**src/rtl/sh7034_itu_intc_pkg.sv**
```systemverilog
// Shared types and constants for the SH7034 ITU interrupt request stage.
package sh7034_itu_intc_pkg;

  // IPRC: upper byte not used by the ITU, ITU0/ITU1 priorities in the low byte.
  typedef struct packed {
    logic [7:0] rsvd;
    logic [3:0] itu0;
    logic [3:0] itu1;
  } IPRC_t;

  // IPRD: ITU2..ITU4 priorities, low nibble stored only.
  typedef struct packed {
    logic [3:0] itu2;
    logic [3:0] itu3;
    logic [3:0] itu4;
    logic [3:0] rsvd;
  } IPRD_t;

  localparam logic [15:0] IPRx_INIT  = 16'h0000;
  localparam logic [15:0] IPRx_WMASK = 16'hFFFF;
  localparam logic [15:0] IPRx_RMASK = 16'hFFFF;

  localparam logic [7:0]  ITU_VEC_BASE = 8'd24;
  localparam logic [27:0] INTC_ADDR    = 28'h5FFFF88;

  // ACKD lasts this many further CE_R ticks after the acknowledge edge.
  localparam logic [1:0]  ACKD_HOLD    = 2'd1;

  typedef enum logic [1:0] {
    IDLE = 2'd0,
    PEND = 2'd1,
    ACKD = 2'd2
  } INTC_STATE_t;

  // Source index is 3*channel + {IMIA,IMIB,OVI}; vector is base + 4*channel + kind,
  // which equals base + index + channel.
  function automatic logic [7:0] itu_vec(input logic [3:0] src_idx);
    return ITU_VEC_BASE + {4'd0, src_idx} + {4'd0, src_idx / 4'd3};
  endfunction

endpackage

```
**src/rtl/sh7034_intc_prio.sv**
```systemverilog
// 15-way maximum-priority selector for the ITU request lines.
// Lower source index wins ties, giving IMIA0 > IMIB0 > OVI0 > IMIA1 > ... > OVI4.
module sh7034_intc_prio (
  input  logic [14:0]     src,
  input  logic [4:0][3:0] chan_prio,
  output logic            valid,
  output logic [3:0]      level,
  output logic [3:0]      index
);

  logic       best_valid;
  logic [3:0] best_lvl;
  logic [3:0] best_idx;

  // Scan in tie-break order; only a strictly higher priority displaces the current best.
  always_comb begin
    best_valid = 1'b0;
    best_lvl   = 4'd0;
    best_idx   = 4'd0;
    for (int ch = 0; ch < 5; ch++) begin
      for (int k = 0; k < 3; k++) begin
        if (src[ch*3 + k] && (chan_prio[ch] > best_lvl)) begin
          best_valid = 1'b1;
          best_lvl   = chan_prio[ch];
          best_idx   = 4'(ch*3 + k);
        end
      end
    end
  end

  assign valid = best_valid;
  assign level = best_lvl;
  assign index = best_idx;

endmodule

```
**src/rtl/sh7034_itu_intc.sv**
```systemverilog
// SH7034 ITU interrupt arbiter: IPRC/IPRD register window, request sampling,
// priority resolution and the CPU request/acknowledge FSM.
//
//   state | meaning
//   IDLE  | no request presented, INT_REQ low
//   PEND  | INT_REQ high, level/vector track the current winner
//   ACKD  | CPU accepted; INT_REQ low while the ITU flag clear propagates
module sh7034_itu_intc
  import sh7034_itu_intc_pkg::*;
(
  input  logic        CLK,
  input  logic        RST,
  input  logic        CE_R,
  input  logic        CE_F,
  input  logic [4:0]  IMIA_IRQ,
  input  logic [4:0]  IMIB_IRQ,
  input  logic [4:0]  OVI_IRQ,
  input  logic [27:0] IBUS_A,
  input  logic [31:0] IBUS_DI,
  output logic [31:0] IBUS_DO,
  input  logic [3:0]  IBUS_BA,
  input  logic        IBUS_WE,
  input  logic        IBUS_REQ,
  output logic        IBUS_BUSY,
  output logic        IBUS_ACT,
  output logic        INT_REQ,
  output logic [3:0]  INT_LVL,
  output logic [7:0]  INT_VEC,
  input  logic        INT_ACK
);

  IPRC_t       iprc;
  IPRD_t       iprd;
  logic [31:0] ipr_all;
  logic [31:0] be_mask;
  logic [31:0] reg_do;
  logic        reg_sel, reg_wr, reg_rd;

  logic [14:0] src_in, src_q;
  logic        win_valid;
  logic [3:0]  win_lvl, win_idx;
  logic [7:0]  win_vec;

  INTC_STATE_t state_q, state_d;
  logic [1:0]  cnt_q, cnt_d;
  logic        req_q, req_d;
  logic [3:0]  lvl_q, lvl_d;
  logic [7:0]  vec_q, vec_d;

  assign reg_sel = (IBUS_A[27:2] == INTC_ADDR[27:2]);
  assign reg_wr  = reg_sel & IBUS_WE & IBUS_REQ;
  assign reg_rd  = reg_sel & ~IBUS_WE & IBUS_REQ;
  assign ipr_all = {iprc, iprd};
  assign be_mask = {{8{IBUS_BA[3]}}, {8{IBUS_BA[2]}}, {8{IBUS_BA[1]}}, {8{IBUS_BA[0]}}}
                   & {IPRx_WMASK, IPRx_WMASK};

  // Byte-enabled longword write of IPRC:IPRD.
  always_ff @(posedge CLK) begin
    if (RST) begin
      iprc <= IPRC_t'(IPRx_INIT);
      iprd <= IPRD_t'(IPRx_INIT);
    end else if (CE_R && reg_wr) begin
      {iprc, iprd} <= (ipr_all & ~be_mask) | (IBUS_DI & be_mask);
    end
  end

  // Read data is captured on the falling phase so it is stable for the bus.
  always_ff @(posedge CLK) begin
    if (RST) begin
      reg_do <= 32'd0;
    end else if (CE_F && reg_rd) begin
      reg_do <= ipr_all & {IPRx_RMASK, IPRx_RMASK};
    end
  end

  assign IBUS_DO   = reg_sel ? reg_do : 32'd0;
  assign IBUS_ACT  = reg_sel;
  assign IBUS_BUSY = 1'b0;

  // Pack request lines in tie-break order: index 3n = IMIA n, 3n+1 = IMIB n, 3n+2 = OVI n.
  always_comb begin
    src_in = 15'd0;
    for (int n = 0; n < 5; n++) begin
      src_in[3*n]     = IMIA_IRQ[n];
      src_in[3*n + 1] = IMIB_IRQ[n];
      src_in[3*n + 2] = OVI_IRQ[n];
    end
  end

  // Request sample register; resolution works from this, not the raw lines.
  always_ff @(posedge CLK) begin
    if (RST) begin
      src_q <= 15'd0;
    end else if (CE_R) begin
      src_q <= src_in;
    end
  end

  sh7034_intc_prio u_prio (
    .src       (src_q),
    .chan_prio ({iprd.itu4, iprd.itu3, iprd.itu2, iprc.itu1, iprc.itu0}),
    .valid     (win_valid),
    .level     (win_lvl),
    .index     (win_idx)
  );

  assign win_vec = itu_vec(win_idx);

  // FSM state and registered CPU-facing outputs.
  always_ff @(posedge CLK) begin
    if (RST) begin
      state_q <= IDLE;
      cnt_q   <= 2'd0;
      req_q   <= 1'b0;
      lvl_q   <= 4'd0;
      vec_q   <= 8'd0;
    end else if (CE_R) begin
      state_q <= state_d;
      cnt_q   <= cnt_d;
      req_q   <= req_d;
      lvl_q   <= lvl_d;
      vec_q   <= vec_d;
    end
  end

  // Next state; acknowledge takes precedence over a winner disappearing.
  always_comb begin
    state_d = state_q;
    cnt_d   = cnt_q;
    req_d   = req_q;
    lvl_d   = lvl_q;
    vec_d   = vec_q;
    case (state_q)
      IDLE: begin
        req_d = 1'b0;
        if (win_valid) begin
          state_d = PEND;
          req_d   = 1'b1;
          lvl_d   = win_lvl;
          vec_d   = win_vec;
        end
      end
      PEND: begin
        if (INT_ACK) begin
          state_d = ACKD;
          req_d   = 1'b0;
          cnt_d   = ACKD_HOLD;
        end else if (!win_valid) begin
          state_d = IDLE;
          req_d   = 1'b0;
        end else begin
          lvl_d = win_lvl;
          vec_d = win_vec;
        end
      end
      ACKD: begin
        req_d = 1'b0;
        if (cnt_q == 2'd0) begin
          state_d = IDLE;
        end else begin
          cnt_d = cnt_q - 2'd1;
        end
      end
      default: begin
        state_d = IDLE;
        req_d   = 1'b0;
      end
    endcase
  end

  assign INT_REQ = req_q;
  assign INT_LVL = lvl_q;
  assign INT_VEC = vec_q;

endmodule

```
**config.mk**
```make
export PLATFORM = sky130hd
export DESIGN_NAME = sh7034_itu_intc
export DESIGN_NICKNAME = d
export VERILOG_FILES = /design/src/rtl/sh7034_itu_intc_pkg.sv /design/src/rtl/sh7034_intc_prio.sv /design/src/rtl/sh7034_itu_intc.sv
export SDC_FILE = /design/constraint.sdc
export NUM_CORES = 1
export LEC_CHECK = 0
export CAP_MARGIN = 5
export CORE_UTILIZATION = 48
export DETAILED_ROUTE_END_ITERATION = 12
export PLACE_DENSITY = 0.87
export SYNTH_ARGS = -nofsm -noshare
export SYNTH_HDL_FRONTEND = slang
export SYNTH_SLANG_ARGS = --single-unit
```
**constraint.sdc**
```tcl
create_clock -name CLK -period 18.85 [get_ports CLK]
set_input_delay 5.655 -clock CLK [delete_from_list [all_inputs] [get_ports CLK]]
set_output_delay 5.655 -clock CLK [all_outputs]
set_load 0.01 [all_outputs]
```
[After elaboration in Yosys (flattened, before gate mapping)]
Cells that the tools add are included.
Word-level totals
  flip-flop bits (word level): 96
  input port bits: 86
  output and inout bits: 47
Cells by class
  add/sub/neg operators: 3
  divide/modulo/power cells: 1
  magnitude comparators: 15
  equal/unequal tests: 9
  multiplexer cells: 63
  bitwise operators: 9
  reductions and logical operators: 25
Operators by type and width (number)
  $mux 4: 24
  $and 32x32->32: 2
  $gt 4x4->1: 14
  $mux 32: 1
  $not 32->32: 1
  $or 32x32->32: 1
  $eq 26x25->1 const B: 1
  $mux 1: 19
  $logic_and 1x1->1: 17
  $mux 2: 8
  $mux 8: 2
  $pmux 8 s2: 1
  $mux 3: 4
  $ne 2x2->1 const B: 5
  $pmux 4 s2: 1
  $reduce_and 4->1: 2
  $add 6x4->7: 1
  $add 5x4->6 const A: 1
  $pmux 2 s3: 1
  $and 1x1->1: 4
  $div 4x2->4 const B: 1
  $gt 4x1->1 const B: 1
  $logic_not 2->1: 2
  $pmux 2 s2: 1
  other kinds (9): 10

[Depth between registers and ports, before layout]
Gate-level depths: netlist (run 1).
  depth after elaboration: 50
  gate-level depth with buffers: 122

[Cells and area by module]
From an unflattened synthesis (run 1), not the netlist that was laid out.
Unflattened totals
  cell total of the unflattened synthesis: 888
  area total of the unflattened synthesis: 7267.0 um^2
Modules (own cells, without submodules)
  sh7034_itu_intc: instances 1, cells each 506, area each 4466.8 um^2, sequential area each 1881.8 um^2
  sh7034_intc_prio: instances 1, cells each 382, area each 2800.2 um^2, sequential area each 0.0 um^2

[Worst setup path before layout (run 1)]
OpenSTA, ideal clock, no wires.
  kind: register to register
  from: reg src_q[0]
  to: reg vec_q[3] (netlist: INT_VEC[3])
  setup time: 0.079 ns
  arrival: 20.695 ns
  data required time: 18.771 ns
  slack: -1.924 ns
  cell stages (with the launch flop): 114
  clock period less this slack: 20.774 ns
  cell sequence: dfxtp_1 or2_2 nand2_1 ha_1 a31oi_1 a21oi_1 nor2_1 nor2_1 nor2b_1 inv_1 ha_1 a21oi_1 a31oi_1 maj3_1 a21oi_1 nor2b_1 mux2_2 ha_1 [... 78 more ...] o22ai_1 o221a_2 or2_2 inv_1 nand4_1 nor2_1 nand2_1 inv_1 ha_1 inv_1 ha_1 o21ai_1 ha_1 nor2b_1 nand2b_1 fa_1 xor2_1 a211oi_2
Between the ends
  longest elaborated chain between the ends: 49
  elaborated cells between the ends (all ways): 78
RTL lines
  start: declaration: line sh7034_itu_intc.sv:39  | logic [14:0] src_in, src_q;
  start signal: assignment: line sh7034_itu_intc.sv:95  | src_q <= src_in;
  $logic_and 1x1->1 (*): line sh7034_intc_prio.sv:22  | if (src[ch*3 + k] && (chan_prio[ch] > best_lvl)) begin
  $mux 4: line sh7034_intc_prio.sv:22
  $gt 4x4->1: line sh7034_intc_prio.sv:22
  $logic_and 1x1->1: line sh7034_intc_prio.sv:22
  $mux 4: line sh7034_intc_prio.sv:22
  $gt 4x4->1: line sh7034_intc_prio.sv:22
  $logic_and 1x1->1: line sh7034_intc_prio.sv:22
  $mux 4: line sh7034_intc_prio.sv:22
  [... 33 more ...]
  $gt 4x4->1: line sh7034_intc_prio.sv:22
  $logic_and 1x1->1: line sh7034_intc_prio.sv:22
  $mux 4: line sh7034_intc_prio.sv:22
  $div 4x2->4 or $add 5x4->6 (tied branches): line sh7034_itu_intc_pkg.sv:38  | return ITU_VEC_BASE + {4'd0, src_idx} + {4'd0, src_idx / 4'd3};
  $add 6x4->7: line sh7034_itu_intc_pkg.sv:38
  $mux 8 (*): line sh7034_itu_intc.sv:136, sh7034_itu_intc.sv:148
  $mux 8: line sh7034_itu_intc.sv:144  | if (INT_ACK) begin
  $pmux 8 s2 (*): line sh7034_itu_intc.sv:133  | case (state_q)
  end signal: assignment: line sh7034_itu_intc.sv:122  | vec_q <= vec_d;
  end: declaration: line sh7034_itu_intc.sv:48  | logic [7:0] vec_q, vec_d;
Mark *: on every way between the ends. The rest lies on a longest branch, timed or not. The select of a mux whose other input is x is not followed.
A chain may end at the register's enable or synchronous reset.

==> results of run 1 <==
Yosys cell counts, drive strengths merged, types with 3 or more instances:
master   count  area [µm²]
a21o         5        37.5
clkbuf      33         124
ha          47         588
buf          9        66.3
nand2      138         521
o21a        10        76.3
a211o        3        26.3
nand2b       9        56.3
a31oi        7        58.8
mux2i       26         277
and2        36         225
a41oi        3        45.1
and3         4        25.0
o2111ai      3        43.8
nor2        58         218
o21ai       31         159
a21oi       92         479
o211ai      13         116
o31ai        8         101
and4         3        26.3
nand4       10        62.6
o22ai        4        25.0
inv         48         180
mux2        17         191
nor2b       11        68.8
nor4         4        25.0
a211oi       7        67.6
nor3        10        60.1
nand3       53         265
dfxtp       94        1880
or2          5        31.3
logic make-up after synthesis:
family	after synthesis	synth area share, %
DFF	94	28.5
other	1	0.0568
and+or+nand+nor	353	25.5
xor gates and xnor gates	3	0.398
AOI/OAI and AO/OA	213	23.5
muxes	43	7.08
adders and majority gates	49	9.36
buffers and inverters	91	5.66
worst min-delay path by stage:
stage	start	end	slack (ps)	cells after the start
after global routing	flop	reg_do[29]	470	2
after global placement	reg_do[15]	reg_do[15]	440	2
after detailed placement	flop	reg_do[2]	440	2
after floorplan	reg_do[0]	reg_do[0]	430	2
final	flop	reg_do[25]	450	2
after CTS	reg_do[1]	reg_do[1]	450	2
repair_timing:
item / in CTS / in global routing
gates cloned: 0 / 2
resized for setup: 46 / 82
endpoints found under the setup margin: 8 / 12
pin swaps: 52 / 77
hold endpoints to repair: 0 / 0
buffers inserted: 50 / 22
metal layers:
| layer | routed length (µm) | vias up | track usage [%] | part of all wire [%] |
|---|---|---|---|---|
| li1 | - | 3556 | - | - |
| met1 | 9290 | 3732 | 34.4 | 35 |
| met2 | 13200 | 475 | 55.8 | 50 |
| met3 | 1890 | 191 | 5.89 | 7.2 |
| met4 | 1910 | 0 | 13.0 | 7.3 |
| met5 | 0 | - | 0 | 0 |
final cells by class:
cell class | count | area, µm²
fillers | 782 | 2900
repair buffers | 299 | 2580
multi-input cells | 666 | 5260
well taps | 176 | 220
clock buffers | 9 | 225
inverters | 49 | 196
flip-flops and latches | 94 | 1890
clock inverters | 7 | 73.8
worst reg2reg max path: cells and delay by family (launching register included):
kind / cells / cell delay (ps)
compound gates: 38 / 6890
fa+ha+maj: 18 / 4290
flops: 1 / 360
buf+inv: 20 / 2020
mux: 11 / 3000
simple gates: 29 / 4000
through the flow:
step,hold slack (ps),worst slack (ps),cells
2_1_floorplan,432,-234,849
3_3_place_gp,437,-351,1211
3_5_place_dp,441,-887,1211
4_1_cts,452,-511,1277
5_1_grt,466,-2470,1300
6_report,450,-1910,1300
where the power goes:
group | internal [mW] | total [mW] | switching (mW)
clock network | 0.0944 | 0.188 | 0.0935
logic | 0.0206 | 0.0353 | 0.0147
registers | 0.200 | 0.203 | 0.00246
total | 0.315 | 0.426 | 0.111
==> impl_metrics.csv, run 1 <==
group,metric,value,unit
sta,finalClockSkew,11.0,ps
cts,cts_tree,"done",
cells_and_area,layout_commonest_cell,"buf_4",
placement,io_buffers,127,
cells_and_area,diodes,0,
placement,post_dp_cell_area,8980,µm²
cts,h-tree-depth,3,
die,core,13300,µm²
detailed_routing,postRouteAntennaNets,0,
global_routing,grt_pass1_vias,7336,
synthesis,avgSynthCellArea,7.80,µm²
synthesis,synth.cell_area,6610,µm²
detailed_routing,via_per_inst,6.12,
die,fp.dieW,119,µm
job,cap_violations,0,
placement,gp_congestion,0.883,
sta,finalSetupViolations,12,
cts,clockRootBuffer,"clkbuf_16",
cts,cts_buffers,9,
global_routing,grt_overflow,0,
sta,slew_headroom,29.3,%
detailed_routing,first_iter_violations,642,
sta,tns,-14790,ps
cts,clkSinkCount,94,
cells_and_area,area_growth,58.2,%
setup_path,crit_slowest_cell,"or3_4",
synthesis,yosys_warnings,0,
power,p_per_area,40.8,nW/µm²
detailed_routing,drc,0,
setup_path,worstPathMaxFanout,6,
setup_path,cp.buffers_inverters,20,
die,fp.dieArea,14200,µm²
power,irDropWorstVdd,49.0,µV
synthesis,synthCells,847,
die,start_util,49.5,%
setup_path,crit_path_start_kind,"flop",
setup_path,critical_path.top_delay_family,"compound AO/OA/AOI/OAI gates",
die,io_pins,133,
setup_path,crit_cells,116,
global_routing,grt_max_degree,95,
sta,rsz0062_at_grt,"yes",
cts,clock_latency,360,ps
cts,clk_path_buf_depth,2,
status,status,"finished with violations",
power,p_leak,4.05,nW
setup_path,crit_path_end_kind,"flop",
cells_and_area,fin_util,78.3,%
detailed_routing,drt-total-wl,26300,µm
sta,fmax,48.2,MHz
setup_path,worst-r2r-cell-count,116,
detailed_routing,wire_per_inst,20.2,µm
setup_path,worst-r2r-setup-slack,-1910,ps
global_routing,grt_pass1_wl,34800,µm
placement,place_hpwl,14100,µm
synthesis,synth-seq-area-share,28.5,%
sta,period_share,110,%
setup_path,critPathKind,"reg -> reg",
status,failed_checks,"setup timing",
detailed_routing,via_count,7954,
detailed_routing,drtPass1Iterations,5,
setup_path,cp.arrival,20970,ps
cells_and_area,fin_area,10500,µm²
setup_path,worst_ep_required_time,19050,ps
cts,cts-hold-fix-buffers,0,
power,total_power,0.426,mW
cells_and_area,final_cell_mix,"buf_4 (167), nand2_1 (128), clkdlybuf4s50_1 (126)",
sta,drv_slew,0,
global_routing,grt_usage,30.6,%
setup_path,slowest_delay,430,ps
worst_hold_path,min_path_type,"reg -> reg",
synthesis,synth_flop_cell,"dfxtp_1",
setup_path,endpoint,"INT_VEC[0]",
setup_path,cp_common_cell,"ha_4",
synthesis,async_reset_ff_share,0,%
global_routing,antenna_found_initial,0,
sta,worst_pin_slew,1060,ps
cts,path_clk_slew,80,ps
sta,finalWorstSetupSlack,-1910,ps
setup_path,r2r_end,"INT_VEC[0]",
synthesis,ys_seq_elements,94,
synthesis,synth_edf_count,0,
die,rows,42,
sta,hold_viol_final,0,
cells_and_area,final_nets,1253,
die,die_height,119,µm
sta,period_minus_slack,20760,ps
cells_and_area,final_layout_size_suffix_gt1_share,32.4,%
synthesis,synth.distinct_cells,87,
No activity file was read; power rests on OpenSTA's default activity.
==> run 2: changes to the inputs <==
CAP_MARGIN = 20   (was 5)
CORE_UTILIZATION = 53   (was 48)
PLACE_DENSITY = 0.91   (was 0.87)
clock period = 20.2 ns   (was 18.85 ns; I/O delays follow)
==> run 2 against run 1 <==
The flow still finishes with violations (setup timing); flip-flop and latch count stayed put; count of clock-buffer cells in the layout rose by 1; die area decreased by 9.3%; critical endpoint is now INT_VEC[5]; largest cell class unchanged.
==> impl_metrics.csv, run 2 (synthesis results as in run 1) <==
group,metric,value,unit
setup_path,worst-r2r-cell-count,118,
worst_hold_path,hold_path_end,"reg_do[25]",
detailed_routing,drc,0,
global_routing,grt_overflow,0,
detailed_routing,drtPass1Iterations,8,
placement,gp_congestion,0.915,
cells_and_area,layout_commonest_cell,"nand2_1",
setup_path,worst_ep_required_time,20470,ps
power,irDropWorstVdd,52.5,µV
placement,post_dp_cell_area,8580,µm²
setup_path,r2r-start,"src_q[0]",
global_routing,grt_usage,31.3,%
worst_hold_path,hold-path-cell-count,2,
power,p_switching,0.0998,mW
cells_and_area,final_cell_mix,"nand2_1 (132), clkdlybuf4s50_1 (126), buf_4 (114)",
setup_path,crit_cells,118,
sta,tns,-3080,ps
cts,clk_path_buf_depth,2,
global_routing,grt_max_degree,95,
power,p_seq_share,46.8,%
global_routing,grt_pass1_vias,6965,
sta,period_minus_slack,20760,ps
die,die_height,114,µm
global_routing,grt_pass1_wl,32100,µm
setup_path,slowest_delay,430,ps
placement,io_buffers,127,
cells_and_area,final_nets,1202,
sta,slew_headroom,31.5,%
sta,worst_pin_slew,1030,ps
setup_path,crit_path_end_kind,"flop",
setup_path,cp.arrival,21030,ps
detailed_routing,first_iter_violations,803,
setup_path,crit_slowest_cell,"or3_4",
setup_path,critPathKind,"reg -> reg",
placement,place_inst,1190,
setup_path,worst-r2r-setup-slack,-560,ps
status,failed_checks,"setup timing",
sta,finalClockSkew,12.9,ps
cells_and_area,diodes,0,
cts,clock_latency,370,ps
sta,fmax,48.2,MHz
setup_path,cp.buffers_inverters,18,
setup_path,critical_path.top_delay_family,"compound AO/OA/AOI/OAI gates",
sta,drv_slew,0,
power,intPower,0.304,mW
setup_path,r2r_end,"INT_VEC[5]",
cells_and_area,final_layout_size_suffix_gt1_share,28.1,%
placement,place_hpwl,13800,µm
cells_and_area,fin_area,9830,µm²
global_routing,antenna_found_initial,0,
detailed_routing,wire_per_inst,21.2,µm
power,pwr-share-clk,45.2,%
sta,period_share,103,%
cts,cts-hold-fix-buffers,0,
power,swShare,24.7,%
cts,path_clk_slew,70,ps
detailed_routing,via_count,7958,
power,p_per_area,41.1,nW/µm²
cts,clockRootBuffer,"clkbuf_16",
setup_path,worstPathMaxFanout,7,
power,comb_power_share,7.9,%
cells_and_area,stdcell_count,1241,
status,status,"finished with violations",
die,io_pins,133,
cells_and_area,nFillCells,628,
worst_hold_path,min_path_type,"reg -> reg",
cts,h-tree-depth,3,
cts,clkSinkCount,94,
cells_and_area,area_growth,48.8,%
sta,finalSetupViolations,6,
sta,hold_viol_final,0,
detailed_routing,via_per_inst,6.41,
setup_path,crit_path_start_kind,"flop",
detailed_routing,postRouteAntennaNets,0,
die,core,12100,µm²
placement,dp_slack,-528,ps
job,cap_violations,0,
die,rows,40,
cts,cts_buffers,9,
sta,finalWorstSetupSlack,-556,ps
cts,cts_tree,"done",
detailed_routing,drt-total-wl,26300,µm
die,fp.dieArea,12900,µm²
die,fp.dieW,114,µm
cells_and_area,fin_util,81.5,%
power,p_leak,3.73,nW
die,start_util,54.8,%
==> run 2: how the worst max path moves through the flow <==
stage | from | to | slack, ps
2_1_floorplan | src_q[0] | INT_VEC[3] | 20
3_3_place_gp | src_q[0] | INT_VEC[3] | 90
3_5_place_dp | src_q[0] | INT_VEC[3] | -530
4_1_cts | src_q[0] | INT_VEC[1] | 2
5_1_grt | src_q[0] | INT_VEC[5] | -1300
6_report | src_q[0] | INT_VEC[5] | -560
==> run 2: what timing repair did <==
action / 4_1_cts / 5_1_grt
resized for setup: 29 / 124
setup endpoints to repair: 6 / 12
setup buffers: 12 / 23
pin swaps: 21 / 62
==> run 2: stage by stage <==
step | hold WS [ps] | power (mW)
after floorplan | 432 | 0.203
after global placement | 437 | 0.222
after detailed placement | 442 | 0.223
after CTS | 451 | 0.400
after global routing | 466 | 0.413
final | 452 | 0.404
==> run 2: final cells by class <==
type / count / area (µm²) / share of cell area [%]
well taps: 168 / 210 / 2.14
clock inverters: 6 / 75.1 / 0.764
flip-flops and latches: 94 / 1890 / 19.2
clock buffers: 10 / 229 / 2.33
inverters: 49 / 189 / 1.92
repair buffers: 250 / 2220 / 22.6
multi-input cells: 664 / 5020 / 51.1
==> run 2: metal layers <==
layer / vias up / routed length, µm / GRT usage, %
li1: 3455 / - / -
met1: 3671 / 8990 / 34.6
met2: 598 / 12500 / 55.2
met3: 234 / 2460 / 7.81
met4: 0 / 2280 / 16.5
met5: - / 0 / 0
==> run 2: worst register-to-register path, delay by kind of cell, from the launching register on <==
| family | cells | cell delay, ps |
|---|---|---|
| AO/OA/AOI/OAI | 39 | 6120 |
| multiplexers | 10 | 3190 |
| adder cells (fa/ha/maj) | 18 | 4330 |
| AND/OR/NAND/NOR | 33 | 4770 |
| buffers and inverters | 18 | 1880 |
| flip-flops | 1 | 350 |
==> run 2: power groups by stage <==
stage | registers [mW] | clock network [mW] | logic (mW)
finish | 0.189 | 0.183 | 0.0321
global route | 0.189 | 0.190 | 0.0337
CTS | 0.189 | 0.181 | 0.0304
detailed placement | 0.193 | 0 | 0.0300
global placement | 0.193 | 0 | 0.0293
floorplan | 0.193 | 0 | 0.0105
